`src/rtl/winograd_tile_sequencer.sv`:
```
// ---------------------------------------------------------------------------
// winograd_tile_sequencer
//
// Address/control sequencer for the Winograd convolution engine. After an
// accepted start it streams the whole transformed kernel set out of kernel
// SRAM. It then walks every output tile position (row-major) and, for each
// position, every input channel. Each (tile, channel) pair gets one
// TILE x TILE activation window read. The PE array is pulsed once each
// window has fully arrived, and the sequencer waits for the save unit after
// the last channel of a tile.
//
// Optional feature: define SEQ_ZERO_PAD_EN to surround the activation plane
// with a zero border PAD wide. Border slots are not read from SRAM. Instead
// they are flagged on act_zero so the PE substitutes zero.
//
// Ports:
//   clk, rst_n      clock, asynchronous active-low reset
//   start           one-cycle request, only honoured while idle
//   cfg_*           run configuration, captured when start is accepted
//   ker_addr/en     kernel SRAM read port
//   act_addr/en     activation SRAM read port
//   act_zero        current window slot is padding
//   pe_ready        PE array can take a new window
//   pe_start        window complete, compute (with pe_first_ch/pe_last_ch)
//   save_done       save unit has stored the tile result
//   busy, done      run in progress / one-cycle completion pulse
//   err             sticky bad-configuration flag, cleared by the next start
// ---------------------------------------------------------------------------
module winograd_tile_sequencer #(
  parameter int ADDR_W   = 16,
  parameter int DIM_W    = 8,
  parameter int CH_W     = 4,
  parameter int TILE     = 6,
  parameter int SRAM_LAT = 1,
  parameter int PAD      = 1
) (
  input  logic              clk,
  input  logic              rst_n,
  input  logic              start,
  input  logic [DIM_W-1:0]  cfg_act_size,
  input  logic [DIM_W-1:0]  cfg_stride,
  input  logic [CH_W-1:0]   cfg_channels,
  input  logic [ADDR_W-1:0] cfg_ker_words,
  input  logic [ADDR_W-1:0] cfg_act_base,
  input  logic [ADDR_W-1:0] cfg_ch_pitch,
  input  logic [ADDR_W-1:0] cfg_ker_base,
  output logic [ADDR_W-1:0] ker_addr,
  output logic              ker_en,
  output logic [ADDR_W-1:0] act_addr,
  output logic              act_en,
  output logic              act_zero,
  input  logic              pe_ready,
  output logic              pe_start,
  output logic              pe_first_ch,
  output logic              pe_last_ch,
  input  logic              save_done,
  output logic              busy,
  output logic              done,
  output logic              err
);

  // Coordinates live in padded space, so they need headroom beyond DIM_W.
  localparam int EW         = DIM_W + 2;
  localparam int KW         = ADDR_W + CH_W;
  localparam int IW         = $clog2(TILE + 1);
  localparam int LW         = $clog2(SRAM_LAT + 1) + 1;
  localparam int DRAIN_LAST = (SRAM_LAT > 0) ? SRAM_LAT - 1 : 0;

`ifdef SEQ_ZERO_PAD_EN
  localparam int PAD_EFF = PAD;
`else
  // Padding compiled out: the border collapses to zero width.
  localparam int PAD_EFF = PAD - PAD;
`endif

  typedef enum logic [2:0] {
    IDLE,
    LOAD_KER,
    WAIT_PE,
    LOAD_WIN,
    DRAIN,
    FIRE,
    WAIT_SAVE,
    DONE
  } state_t;

  state_t state_q, state_d;

  logic [DIM_W-1:0]  act_size_q, stride_q;
  logic [EW-1:0]     edge_q;
  logic [CH_W-1:0]   channels_q, ch_q;
  logic [ADDR_W-1:0] act_base_q, ch_pitch_q, row_step_q, pad_off_q;
  logic [ADDR_W-1:0] ch_base_q, row_off_q, slot_row_q, ker_addr_q;
  logic [KW-1:0]     ker_total_q, ker_cnt_q;
  logic [EW-1:0]     r_q, c_q;
  logic [IW-1:0]     i_q, j_q;
  logic [LW-1:0]     drain_q;
  logic              err_q;

  logic [EW-1:0] cfg_edge;
  logic          cfg_bad;
  logic          last_ker, last_slot, last_ch, drain_end;
  logic          col_more, row_more, more_tiles;
  logic          slot_pad;

  // Configuration sanity check, evaluated on the raw inputs at start so
  // the verdict is ready when the first busy cycle begins.
  assign cfg_edge = EW'(cfg_act_size) + EW'(2 * PAD_EFF);
  assign cfg_bad  = (cfg_stride == '0) || (cfg_channels == '0) ||
                    (cfg_ker_words == '0) || (cfg_edge < EW'(TILE));

  assign last_ker  = (ker_cnt_q == ker_total_q - KW'(1));
  assign last_slot = (i_q == IW'(TILE - 1)) && (j_q == IW'(TILE - 1));
  assign last_ch   = (ch_q == channels_q - CH_W'(1));
  assign drain_end = (drain_q == LW'(DRAIN_LAST));

  // A further tile fits only if its whole window stays inside the edge.
  // This avoids a divider for the tile count.
  assign col_more   = (c_q + EW'(stride_q) + EW'(TILE)) <= edge_q;
  assign row_more   = (r_q + EW'(stride_q) + EW'(TILE)) <= edge_q;
  assign more_tiles = col_more || row_more;

`ifdef SEQ_ZERO_PAD_EN
  logic [EW-1:0] prow, pcol;

  // A slot is padding when its padded coordinate lies in the border ring.
  assign prow     = r_q + EW'(i_q);
  assign pcol     = c_q + EW'(j_q);
  assign slot_pad = (prow < EW'(PAD_EFF)) ||
                    (prow >= EW'(PAD_EFF) + EW'(act_size_q)) ||
                    (pcol < EW'(PAD_EFF)) ||
                    (pcol >= EW'(PAD_EFF) + EW'(act_size_q));
`else
  assign slot_pad = 1'b0;
`endif

  // The address is built from running offsets rather than multipliers.
  // pad_off shifts padded coordinates back onto the unpadded plane.
  assign act_addr = ch_base_q + row_off_q + slot_row_q + ADDR_W'(c_q) +
                    ADDR_W'(j_q) - pad_off_q;
  assign ker_addr = ker_addr_q;
  assign err      = err_q;
  assign busy     = (state_q != IDLE) && (state_q != DONE);

  always_ff @(posedge clk or negedge rst_n) begin
    if (!rst_n) state_q <= IDLE;
    else        state_q <= state_d;
  end

  always_comb begin
    state_d     = state_q;
    ker_en      = 1'b0;
    act_en      = 1'b0;
    act_zero    = 1'b0;
    pe_start    = 1'b0;
    pe_first_ch = 1'b0;
    pe_last_ch  = 1'b0;
    done        = 1'b0;
    case (state_q)
      IDLE: begin
        if (start) state_d = LOAD_KER;
      end
      LOAD_KER: begin
        // A rejected configuration passes through here with no reads.
        if (err_q) begin
          state_d = DONE;
        end else begin
          ker_en = 1'b1;
          if (last_ker) state_d = WAIT_PE;
        end
      end
      WAIT_PE: begin
        if (pe_ready) state_d = LOAD_WIN;
      end
      LOAD_WIN: begin
        act_en   = !slot_pad;
        act_zero = slot_pad;
        if (last_slot) state_d = (SRAM_LAT == 0) ? FIRE : DRAIN;
      end
      DRAIN: begin
        if (drain_end) state_d = FIRE;
      end
      FIRE: begin
        pe_start    = 1'b1;
        pe_first_ch = (ch_q == '0);
        pe_last_ch  = last_ch;
        state_d     = last_ch ? WAIT_SAVE : WAIT_PE;
      end
      WAIT_SAVE: begin
        if (save_done) state_d = more_tiles ? WAIT_PE : DONE;
      end
      DONE: begin
        done    = 1'b1;
        state_d = IDLE;
      end
      default: state_d = IDLE;
    endcase
  end

  // Datapath: configuration capture plus the kernel, slot, channel and tile
  // counters. Each counter advances only in the state that consumes it.
  always_ff @(posedge clk or negedge rst_n) begin
    if (!rst_n) begin
      act_size_q  <= '0;
      stride_q    <= '0;
      edge_q      <= '0;
      channels_q  <= '0;
      act_base_q  <= '0;
      ch_pitch_q  <= '0;
      row_step_q  <= '0;
      pad_off_q   <= '0;
      ker_total_q <= '0;
      err_q       <= 1'b0;
      ker_addr_q  <= '0;
      ker_cnt_q   <= '0;
      ch_q        <= '0;
      ch_base_q   <= '0;
      r_q         <= '0;
      c_q         <= '0;
      row_off_q   <= '0;
      i_q         <= '0;
      j_q         <= '0;
      slot_row_q  <= '0;
      drain_q     <= '0;
    end else begin
      case (state_q)
        IDLE: begin
          if (start) begin
            act_size_q  <= cfg_act_size;
            stride_q    <= cfg_stride;
            edge_q      <= cfg_edge;
            channels_q  <= cfg_channels;
            act_base_q  <= cfg_act_base;
            ch_pitch_q  <= cfg_ch_pitch;
            row_step_q  <= ADDR_W'(cfg_stride) * ADDR_W'(cfg_act_size);
            pad_off_q   <= ADDR_W'(PAD_EFF) * ADDR_W'(cfg_act_size) +
                           ADDR_W'(PAD_EFF);
            ker_total_q <= KW'(cfg_ker_words) * KW'(cfg_channels);
            err_q       <= cfg_bad;
            ker_addr_q  <= cfg_ker_base;
            ker_cnt_q   <= '0;
            ch_q        <= '0;
            ch_base_q   <= cfg_act_base;
            r_q         <= '0;
            c_q         <= '0;
            row_off_q   <= '0;
            i_q         <= '0;
            j_q         <= '0;
            slot_row_q  <= '0;
            drain_q     <= '0;
          end
        end
        LOAD_KER: begin
          if (!err_q) begin
            ker_addr_q <= ker_addr_q + ADDR_W'(1);
            ker_cnt_q  <= ker_cnt_q + KW'(1);
          end
        end
        LOAD_WIN: begin
          if (last_slot) begin
            i_q        <= '0;
            j_q        <= '0;
            slot_row_q <= '0;
          end else if (j_q == IW'(TILE - 1)) begin
            j_q        <= '0;
            i_q        <= i_q + IW'(1);
            slot_row_q <= slot_row_q + ADDR_W'(act_size_q);
          end else begin
            j_q <= j_q + IW'(1);
          end
        end
        DRAIN: begin
          drain_q <= drain_end ? '0 : drain_q + LW'(1);
        end
        FIRE: begin
          if (!last_ch) begin
            ch_q      <= ch_q + CH_W'(1);
            ch_base_q <= ch_base_q + ch_pitch_q;
          end
        end
        WAIT_SAVE: begin
          if (save_done && more_tiles) begin
            ch_q      <= '0;
            ch_base_q <= act_base_q;
            if (col_more) begin
              c_q <= c_q + EW'(stride_q);
            end else begin
              c_q       <= '0;
              r_q       <= r_q + EW'(stride_q);
              row_off_q <= row_off_q + row_step_q;
            end
          end
        end
        default: ;
      endcase
    end
  end

endmodule

```
`config.mk`:
```
export PLATFORM = sky130hd
export DESIGN_NAME = winograd_tile_sequencer
export DESIGN_NICKNAME = d
export VERILOG_FILES = /design/src/rtl/winograd_tile_sequencer.sv
export SDC_FILE = /design/constraint.sdc
export NUM_CORES = 1
export LEC_CHECK = 0
export CAP_MARGIN = 20
export CORE_AREA = 2 2 181 200
export DETAILED_ROUTE_END_ITERATION = 10
export DIE_AREA = 0 0 183 202
export GPL_TIMING_DRIVEN = 0
export PLACE_DENSITY = 0.79
export SLEW_MARGIN = 20
export SYNTH_ARGS = -nofsm -noshare
export SYNTH_HDL_FRONTEND = slang
export SYNTH_SLANG_ARGS = --single-unit
```
`constraint.sdc`:
```
create_clock -name clk -period 8.9 [get_ports clk]
set_input_delay 2.225 -clock clk [delete_from_list [all_inputs] [get_ports clk]]
set_output_delay 2.225 -clock clk [all_outputs]
set_load 0.01 [all_outputs]
```
# Yosys cells after proc, flatten, opt, wreduce, memory -nomap -nowiden
# Cells that the tools add are included.
dict set report classes {
  addsub 19
  mul 2
  div 0
  order_cmp 3
  n_eq_ne 23
  shift 0
  mux 55
  n_bitwise 0
  reduce_logical 28
}
# cell n
set ops {}
lappend ops {{$mux W16} 10}
lappend ops {{$pmux W16 S2} 3}
lappend ops {{$add A16 B16 Y16} 4}
lappend ops {{$mux W10} 5}
lappend ops {{$pmux W16 S3} 1}
lappend ops {{$mux W3} 14}
lappend ops {{$mux W20} 2}
lappend ops {{$pmux W10 S2} 2}
lappend ops {{$pmux W20 S2} 1}
lappend ops {{$pmux W3 S8} 1}
lappend ops {{$add A10 B3 Y10 const B} 2}
lappend ops {{$add A10 B8 Y10} 2}
lappend ops {{$add A20 B1 Y20 const B} 1}
lappend ops {{$eq A20 B20 Y1} 1}
lappend ops {{$le A10 B8 Y1} 2}
lappend ops {{$mul A16 B4 Y20} 1}
lappend ops {{$sub A20 B1 Y20 const B} 1}
lappend ops {{$eq A3 B3 Y1 const B} 6}
lappend ops {{$ne A2 B2 Y1 const B} 9}
lappend ops {{$add A16 B1 Y16 const B} 1}
lappend ops {{$add A16 B10 Y16} 1}
lappend ops {{$add A16 B3 Y16} 1}
lappend ops {{$add A16 B8 Y16} 1}
lappend ops {{$logic_not A16 Y1} 1}
lappend ops {{other kinds (28)} 57}
dict set report word_totals {
  reg_bits 208
  latch_bits 0
  ramBits 0
  romBits 0
  inputBits 89
  out_inout_bits 41
  word_cells 150
  n_memories 0
}

# Logic depth before layout (Yosys ltp)
dict set report logic_depth {
  depth_word 7
  mapped_depth 21
  mapped_depth_nobuf 20
}

# Worst setup path before layout
# OpenSTA, ideal clock, no wires.
dict set report synth_path {
  path_kind {flip-flop to output port}
  start {register ch_base_q[1]}
  end {output port act_addr[15]}
  arrival_ps 4212
  setup_slack_ps 2463
  path_stages_with_launch 19
  n_path_buf 0
  cell_sequence {dfrtp_1 fa_1 fa_1 inv_1 fa_1 inv_1 ha_1 inv_1 fa_1 nor2b_1 o21ai_0 a21boi_0 o21ai_0 a21boi_0 o21ai_0 a21oi_1 o41ai_1 nor2_1 a211oi_1}
}
dict set report synth_between {
  elab_chain_cells 4
}
# element line
set synth_rtl {}
lappend synth_rtl {{start: declaration} 93} ;# logic [ADDR_W-1:0] ch_base_q, row_off_q, slot_row_q, ker_addr_q;
lappend synth_rtl {{start signal: assignment} 243} ;# ch_base_q <= cfg_act_base;
lappend synth_rtl {{start signal: assignment} 278} ;# ch_base_q <= ch_base_q + ch_pitch_q;
lappend synth_rtl {{start signal: assignment} 284} ;# ch_base_q <= act_base_q;
lappend synth_rtl {{$add A16 B16 Y16 (2 in series)} 139} ;# assign act_addr = ch_base_q + row_off_q + slot_row_q + ADDR_W'(c_q) +
lappend synth_rtl {{$add A16 B10 Y16} 139}
lappend synth_rtl {{$add A16 B3 Y16} 139}
lappend synth_rtl {{end: declaration} 49} ;# output logic [ADDR_W-1:0] act_addr,
# No other way between the ends.

# Worst setup path in the final report
# Same ends and word-level chain as after synthesis.

==> metrics.yaml <==
outcome:
  outcome: "finished clean"
finish:
  mostFrequentLayoutCells: "nand2_1, dfrtp_1, ha_1, o21ai_0, inv_1"
  area_growth_pct: 14.2
  fin_util: 0.587
  drive_gt1_frac: 0.0452
  diodes: 0
  final_cells: 2636
  fillers: 2992
  mostFrequentLayoutCell: "nand2_1"
  final_nets: 2540
setup_path:
  crit_required_ps: 6680
  r2r_cells: 17
  crit_arrival_ps: 5720
  crit_end: "act_addr[15]"
  crit_type: "register to output port"
  crit_fanout: 4
  worst_setup_path_end_kind: "output port"
  r2r_end: "ch_base_q[14]"
  setup.worst_path.start: "ch_base_q[1]"
  crit_path_start_kind: "register"
  worst-r2r-setup-slack_ps: 3440
  reg2reg_from: "c_q[0]"
timing:
  final.period_utilization: 0.893
  slew_headroom: 0.357
  worst_pin_slew_ps: 952
  fin_setup_tns_ps: 0
  fmax_ghz: 0.126
  fin_skew_ps: 36.2
  final_hold_viol_count: 0
  holdWs_ps: 480
  setup_viol: 0
  period_needed_ps: 7950
  slew_viol_final: 0
  rsz0062_at_grt: "no"
global_routing:
  grt_use_met1: 0.337
  gr-usage-met2: 0.453
  grt_pass1_vias: 15781
  grt_pass1_wl_mm: 79.1
  top_usage_layer: "met2"
  grt.overflow.total: 0
  antenna_found_initial: 0
  grt_max_degree: 95
  met3_usage: 0.0366
  grt_usage: 0.263
routing:
  antenna_left: 0
  avgViaCountPerCell: 5.92
  wire_per_inst_um: 18.4
  drt_iter0_markers: 1067
  wl_mm: 48.6
  num_vias: 15601
  drc_errors: 0
  dr.pass1.iters: 5
yosys:
  avgSynthCellArea_um2: 8.81
  synth-main-ff-cell: "dfrtp_1"
  syn_area_um2: 18000
  yosysWarnings: 0
  ys_types: 81
  netlist_instances: 2038
  ys_seq_area_frac: 0.290
  syn_nets: 2402
  ys_ff_latch: 208
  synth_edf_count: 0
  synthArstFlopShare: 1.00
cts:
  numCtsBuffers: 24
  cts_resized: 0
  postCtsSetupRepairBufs: 0
  cts_tree: "yes"
  clk_latency_ps: 550
  ctsHtreeMaxLevel: 1
  cts_buffer_depth: 3
  cts_hold_buffers: 0
  clock-sinks: 208
  root_buffer: "clkbuf_16"
  clk_pin_slew_ps: 60
placed_design:
  hpwl_mm: 37.5
  port_buffers: 110
  gp_congestion: 0.901
  dp_cells: 2594
floorplanning:
  die-height_um: 202
  dieWidth_um: 183
  initial_core_util: 0.514
  fp.dieArea_um2: 37000
  core_region_area_um2: 35000
  row_count: 72
  pin_count: 130
power:
  leakage_uw: 0.00973
  vdd_ir_drop_max_mv: 0.311
  power_uw: 7480
  p_per_area_nw_per_um2: 365
job:
  drv_cap: 0
hold_path:
  holdPathStages: 2
  hold_path.class: "register to register"
==> per-layer routing <==
metal	vias up	routed length, um	part of all wire
li1	7326	-	-
met1	7634	19900	0.41
met2	529	24000	0.49
met3	112	2930	0.060
met4	0	1710	0.035
met5	-	0	0
==> cell families after synthesis <==
family	after synthesis	share of synthesized area
adder cells (fa/ha/maj)	275	0.232
other	1	0.000209
AO/OA/AOI/OAI	471	0.168
buffers and inverters	232	0.0493
flip-flops	208	0.290
XOR/XNOR	131	0.0639
multiplexers	24	0.0148
AND/OR/NAND/NOR	696	0.182
==> area by class of cell <==
class,count,area [um^2],area share
sequential,208,5200,0.254
tap,444,556,0.0271
buffer,86,338,0.0165
timing repair buffer,112,1160,0.0566
clock inverter,11,161,0.00787
clock buffer,31,667,0.0325
inverter,146,548,0.0267
multi-input combinational,1598,11900,0.579
==> through the flow <==
stage | instance area [um^2] | setup slack, ps
floorplan | 18000 | 2460
global placement | 19600 | -3110
detailed placement | 19700 | 1480
CTS | 20500 | 885
global route | 20500 | 480
finish | 20500 | 951
==> critical path, stage by stage (launching register included) <==
cell and delay [ps]:
dfrtp_1 460, fa_1 520, fa_1 520, inv_1 60
fa_1 510, inv_1 50, ha_1 200, inv_1 70
fa_1 200, nor2b_1 50, o21ai_0 220, a21boi_0 160
o21ai_0 230, a21boi_0 160, o21ai_0 220, a21oi_1 130
o41ai_1 520, nor2_1 110, a211oi_1 200, clkdlybuf4s50_1 580
==> worst min path at each step <==
stage,from,end
2_1_floorplan,row_step_q[0],row_step_q[0]
3_3_place_gp,act_base_q[13],act_base_q[13]
3_5_place_dp,act_base_q[15],act_base_q[15]
4_1_cts,act_base_q[15],act_base_q[15]
5_1_grt,act_base_q[0],act_base_q[0]
6_report,act_base_q[15],act_base_q[15]
==> state kept, by name, indices dropped and copies added, names as in the netlist, 4 cells and up <==
signal,count
act_base_q,16
c_q,10
ch_base_q,16
ch_pitch_q,16
ch_q,4
channels_q,4
edge_q,8
ker_addr,16
ker_cnt_q,20
ker_total_q,20
r_q,10
row_off_q,16
row_step_q,16
slot_row_q,16
stride_q,8
==> power breakdown <==
part           switching, uW  internal (uW)  total (uW)
sequential               419           1290        1710
clock                    416            618        1030
combinational           2660           2070        4730
total                   3490           3980        7480
==> cells in the mapped netlist (all sizes together) (23+ instances only) <==
cell,instances,share of area
and3,23,0.0080
ha,179,0.12
nand2,335,0.070
dfrtp,208,0.29
o41ai,24,0.012
nor2,105,0.022
xor2,56,0.027
a21oi,90,0.025
clkbuf,79,0.017
nand3,36,0.010
fa,96,0.11
and2,72,0.025
inv,145,0.030
o21ai,162,0.045
xnor2,75,0.037
Note: power is estimated with default switching activity, not from simulation.
==> edit 1, RTL diff (same flow settings) <==
The 8 states of `state_t` get a one-hot encoding in 8 bits.
--- a/src/rtl/winograd_tile_sequencer.sv
+++ b/src/rtl/winograd_tile_sequencer.sv
@@ -73,15 +73,15 @@
   localparam int PAD_EFF = PAD - PAD;
 `endif
 
-  typedef enum logic [2:0] {
-    IDLE,
-    LOAD_KER,
-    WAIT_PE,
-    LOAD_WIN,
-    DRAIN,
-    FIRE,
-    WAIT_SAVE,
-    DONE
+  typedef enum logic [7:0] {
+    IDLE      = 8'b00000001,
+    LOAD_KER  = 8'b00000010,
+    WAIT_PE   = 8'b00000100,
+    LOAD_WIN  = 8'b00001000,
+    DRAIN     = 8'b00010000,
+    FIRE      = 8'b00100000,
+    WAIT_SAVE = 8'b01000000,
+    DONE      = 8'b10000000
   } state_t;
 
   state_t state_q, state_d;
Behaviour: no difference found for any inputs over 4 cycles, from zero or initial values and one cycle with rst_n low; so few cycles prove little.
==> edit 1 against the unedited design <==
Sequential cell count rose by 5. Synthesized area rose by 2.5%. Total power down 14%. Via count is 3.0% higher. Design area grew 2.1%. Worst setup slack got worse by 0.060 ns. Critical path depth unchanged. Largest cell class unchanged. Cell count up 2.4%. Core utilization grew 1.3 points. Largest power group unchanged. Wire length rose by 1.9%. Worst hold slack barely moved. Critical path type unchanged.
==> edit 1: results <==
group,metric,value,unit
status,status,"complete, no violations",
placement,hpwl,38.53,mm
placement,gp_congestion,0.9359,
cells_and_area,seq_area,0.005331,sq mm
cts,cts_buffers,23,
cells_and_area,layout.nets,2597,
hold_path,worstHoldStart,"act_base_q[0]",
cells_and_area,area_share_nonclk_buffers,0.07401,
placement,placed_cells,2656,
synth,synth_area_leaders,"dfrtp_1 29%, ha_1 12%, fa_1 10%",
placement,pre_cts_slack,1.461,ns
routing,dr_total_vias,16060,
global_route,grt_max_degree,100,
global_route,grt_pass1_wl,80.63,mm
cells_and_area,fill_cells,2966,
cells_and_area,seq_share,0.2545,
routing,wl_per_cell,18.34,microns
synth,syn-num-nets,2459,
hold_path,holdPathEnd,"act_base_q[0]",
synth,synth-seq-area-share,0.2897,
power,power.leakage,9.760,nW
setup_path,arrival,5.78,ns
synth,synthAdderAreaFrac,0.2234,
synth,synthMuxAreaShare,0.002856,
setup_path,reg2reg_to,"r_q[3]",
synth,synth_compound_area_frac,0.1656,
setup_path,rrSetupSlack,4.13,ns
edit 1: cell count changes after synthesis, sizes merged, moves of 9 or more:
cell    delta
a211oi     +9
and3      -10
buf        +9
clkbuf    -10
inv       -10
mux2      -19
nand2     +38
nor2      +25
nor3      +16
o21ai     -46
o31ai     +25
o41ai     -17
edit 1: where the power goes:
group	total, W	switching, W	internal [W]	leakage [nW]
combinational	0.00382	0.00229	0.00153	6.61
clock	0.00104	0.000414	0.000622	0.408
sequential	0.00161	0.000330	0.00128	2.74
edit 1: through the flow:
| stage | setup TNS (ns) | hold slack (ns) |
|---|---|---|
| finish | 0 | 0.4800 |
| global route | 0 | 0.4998 |
| CTS | 0 | 0.4785 |
| detailed placement | 0 | 0.4621 |
| global placement | -680.82 | 0.4572 |
| floorplan | 0 | 0.4453 |
edit 1: per-layer routing:
layer,vias to the layer above,wire [microns],GRT usage
met2,601,24210,0.4667
met5,-,0,0
met1,7774,20080,0.3405
met4,0,1824,0.1006
li1,7574,-,-
met3,113,3385,0.03514
==> edit 2, RTL diff (config.mk and constraints unchanged) <==
Without the edit above. The parameter `TILE` goes from 6 to 7.
--- a/src/rtl/winograd_tile_sequencer.sv
+++ b/src/rtl/winograd_tile_sequencer.sv
@@ -30,7 +30,7 @@
   parameter int ADDR_W   = 16,
   parameter int DIM_W    = 8,
   parameter int CH_W     = 4,
-  parameter int TILE     = 6,
+  parameter int TILE     = 7,
   parameter int SRAM_LAT = 1,
   parameter int PAD      = 1
 ) (
Formal check against the unedited RTL: not equivalent (a bounded check fails within 4 cycles, from zero or initial values and one cycle with rst_n low).
==> edit 2 against the unedited design <==
Clock power down 4%. Sequential cell count unchanged. Total power up 9.3%. Wire length down 3.3%. Critical path depth unchanged. Count of clock-buffer cells in the layout up 7. Cell count down 2.7%. Global-route usage down 0.59 points. Worst hold slack better by 0.012 ns. Register-to-register slack better by 0.53 ns. Design area down 0.30%. Worst setup slack better by 0.14 ns. Synthesized area about the same. Critical path type unchanged. Largest power group unchanged.
==> edit 2: results <==
group,metric,value,unit
synth,yosys_warnings,0,
global_route,first_global_vias,15660,
cts,cts_root_buf,"clkbuf_16",
global_route,grt_usage,0.2569,
global_route,grt_pass1_wl,77.14,mm
power,switching_share,0.4562,
power,power.leakage,9.434,nW
cells_and_area,fill_cells,2994,
placement,gp_congestion,0.9189,
timing,whs,0.4926,ns
routing,wl_met1,18.68,mm
cts,post_cts.repair.setup_buffers,0,
power,pg_seq,0.00174,W
power,max-vdd-ir-drop,269.1,uV
power,total_power,0.008174,W
hold_path,hp-class,"reg -> reg",
setup_path,cp_max_fo,4,
setup_path,rrSetupSlack,3.97,ns
synth,syn-num-nets,2329,
routing,route.met3.wl,2.578,mm
synth,synth-seq-area-share,0.2900,
routing,drt_iter0_markers,989,
timing,clock_skew,0.01019,ns
status,status,"complete, no violations",
power,p_comb_frac,0.665,
synth,ys_top_cells_by_count,"227 x nand2_1, 208 x dfrtp_1, 179 x ha_1",
cts,cts_buffers,24,
placement,place_area,0.01966,sq mm
placement,pre_cts_slack,1.622,ns
routing,wl_per_cell,18.31,microns
routing,met2RoutedLength,23.33,mm
cts,clock_latency,0.52,ns
job,cap_violations,0,
routing,routed.top_layer,"met5",
timing,period_minus_slack,7.806,ns
routing,dr_total_vias,15130,
global_route,grt_max_degree,92,
cells_and_area,layout.nets,2466,
cts,htreeDepth,1,
routing,routed_wl,46.97,mm
synth,synth_cells,1965,
synth,synth_area_leaders,"dfrtp_1 29%, ha_1 12%, fa_1 11%",
synth,yosysUniqueCellTypes,78,
cells_and_area,layout-drive-gt1-share,0.06043,
timing,worst_slew_pin_slew,0.9043,ns
placement,port_buffers,109,
placement,hpwl,36.56,mm
cells_and_area,multi_input_area,0.01192,sq mm
global_route,grt_antenna_before_repair,7,
cts,cts-resized-gates,0,
routing,dr.pass1.iters,5,
-- edit 2: area by class of cell --
cell class / instances / share of cell area
tap: 444 / 0.02717
multi-input combinational: 1543 / 0.5829
sequential: 208 / 0.2546
antenna: 3 / 0.0003672
clock inverter: 4 / 0.002325
clock buffer: 38 / 0.03592
buffer: 75 / 0.01487
timing repair buffer: 111 / 0.05630
inverter: 139 / 0.02552
-- edit 2: path summary, 6_finish.rpt --
path                                 from        endpoint  depth (start not counted)
min in group asynchronous           rst_n   ch_base_q[10]                          1
min                        row_step_q[10]  row_step_q[10]                          2
max reg2reg                   stride_q[0]          c_q[5]                         19
max in group asynchronous           rst_n          c_q[3]                          2
min reg2reg                row_step_q[10]  row_step_q[10]                          2
max                          ch_base_q[1]    act_addr[15]                         19
-- edit 2: cell families after synthesis --
kind of cell,share of synthesized area
AOI/OAI and AO/OA,0.1515
other,0.0002089
muxes,0.04120
xor gates and xnor gates,0.07215
DFF,0.2900
and+or+nand+nor,0.1671
buffers and inverters,0.04601
adders and majority gates,0.2318
-- edit 2: per-layer routing --
layer / vias up / global-route usage
met5: - / 0
met4: 8 / 0.1283
met3: 134 / 0.03261
met2: 472 / 0.4512
met1: 7404 / 0.3099
li1: 7111 / -
-- edit 2: worst max-delay path, cell delays in order, from the launching register on --
cell             delay (ns)
dfrtp_1                0.48
fa_1                   0.53
fa_1                   0.49
inv_1                  0.05
fa_1                   0.47
inv_1                  0.04
ha_1                   0.19
inv_1                  0.08
fa_1                   0.20
nor2b_1                0.06
o21ai_0                0.19
a21boi_0               0.14
o21ai_0                0.23
a21boi_0               0.19
o2111ai_1              0.23
nand3_1                0.12
or4_1                  0.45
and3_1                 0.17
a211oi_1               0.17
clkdlybuf4s50_1        0.57
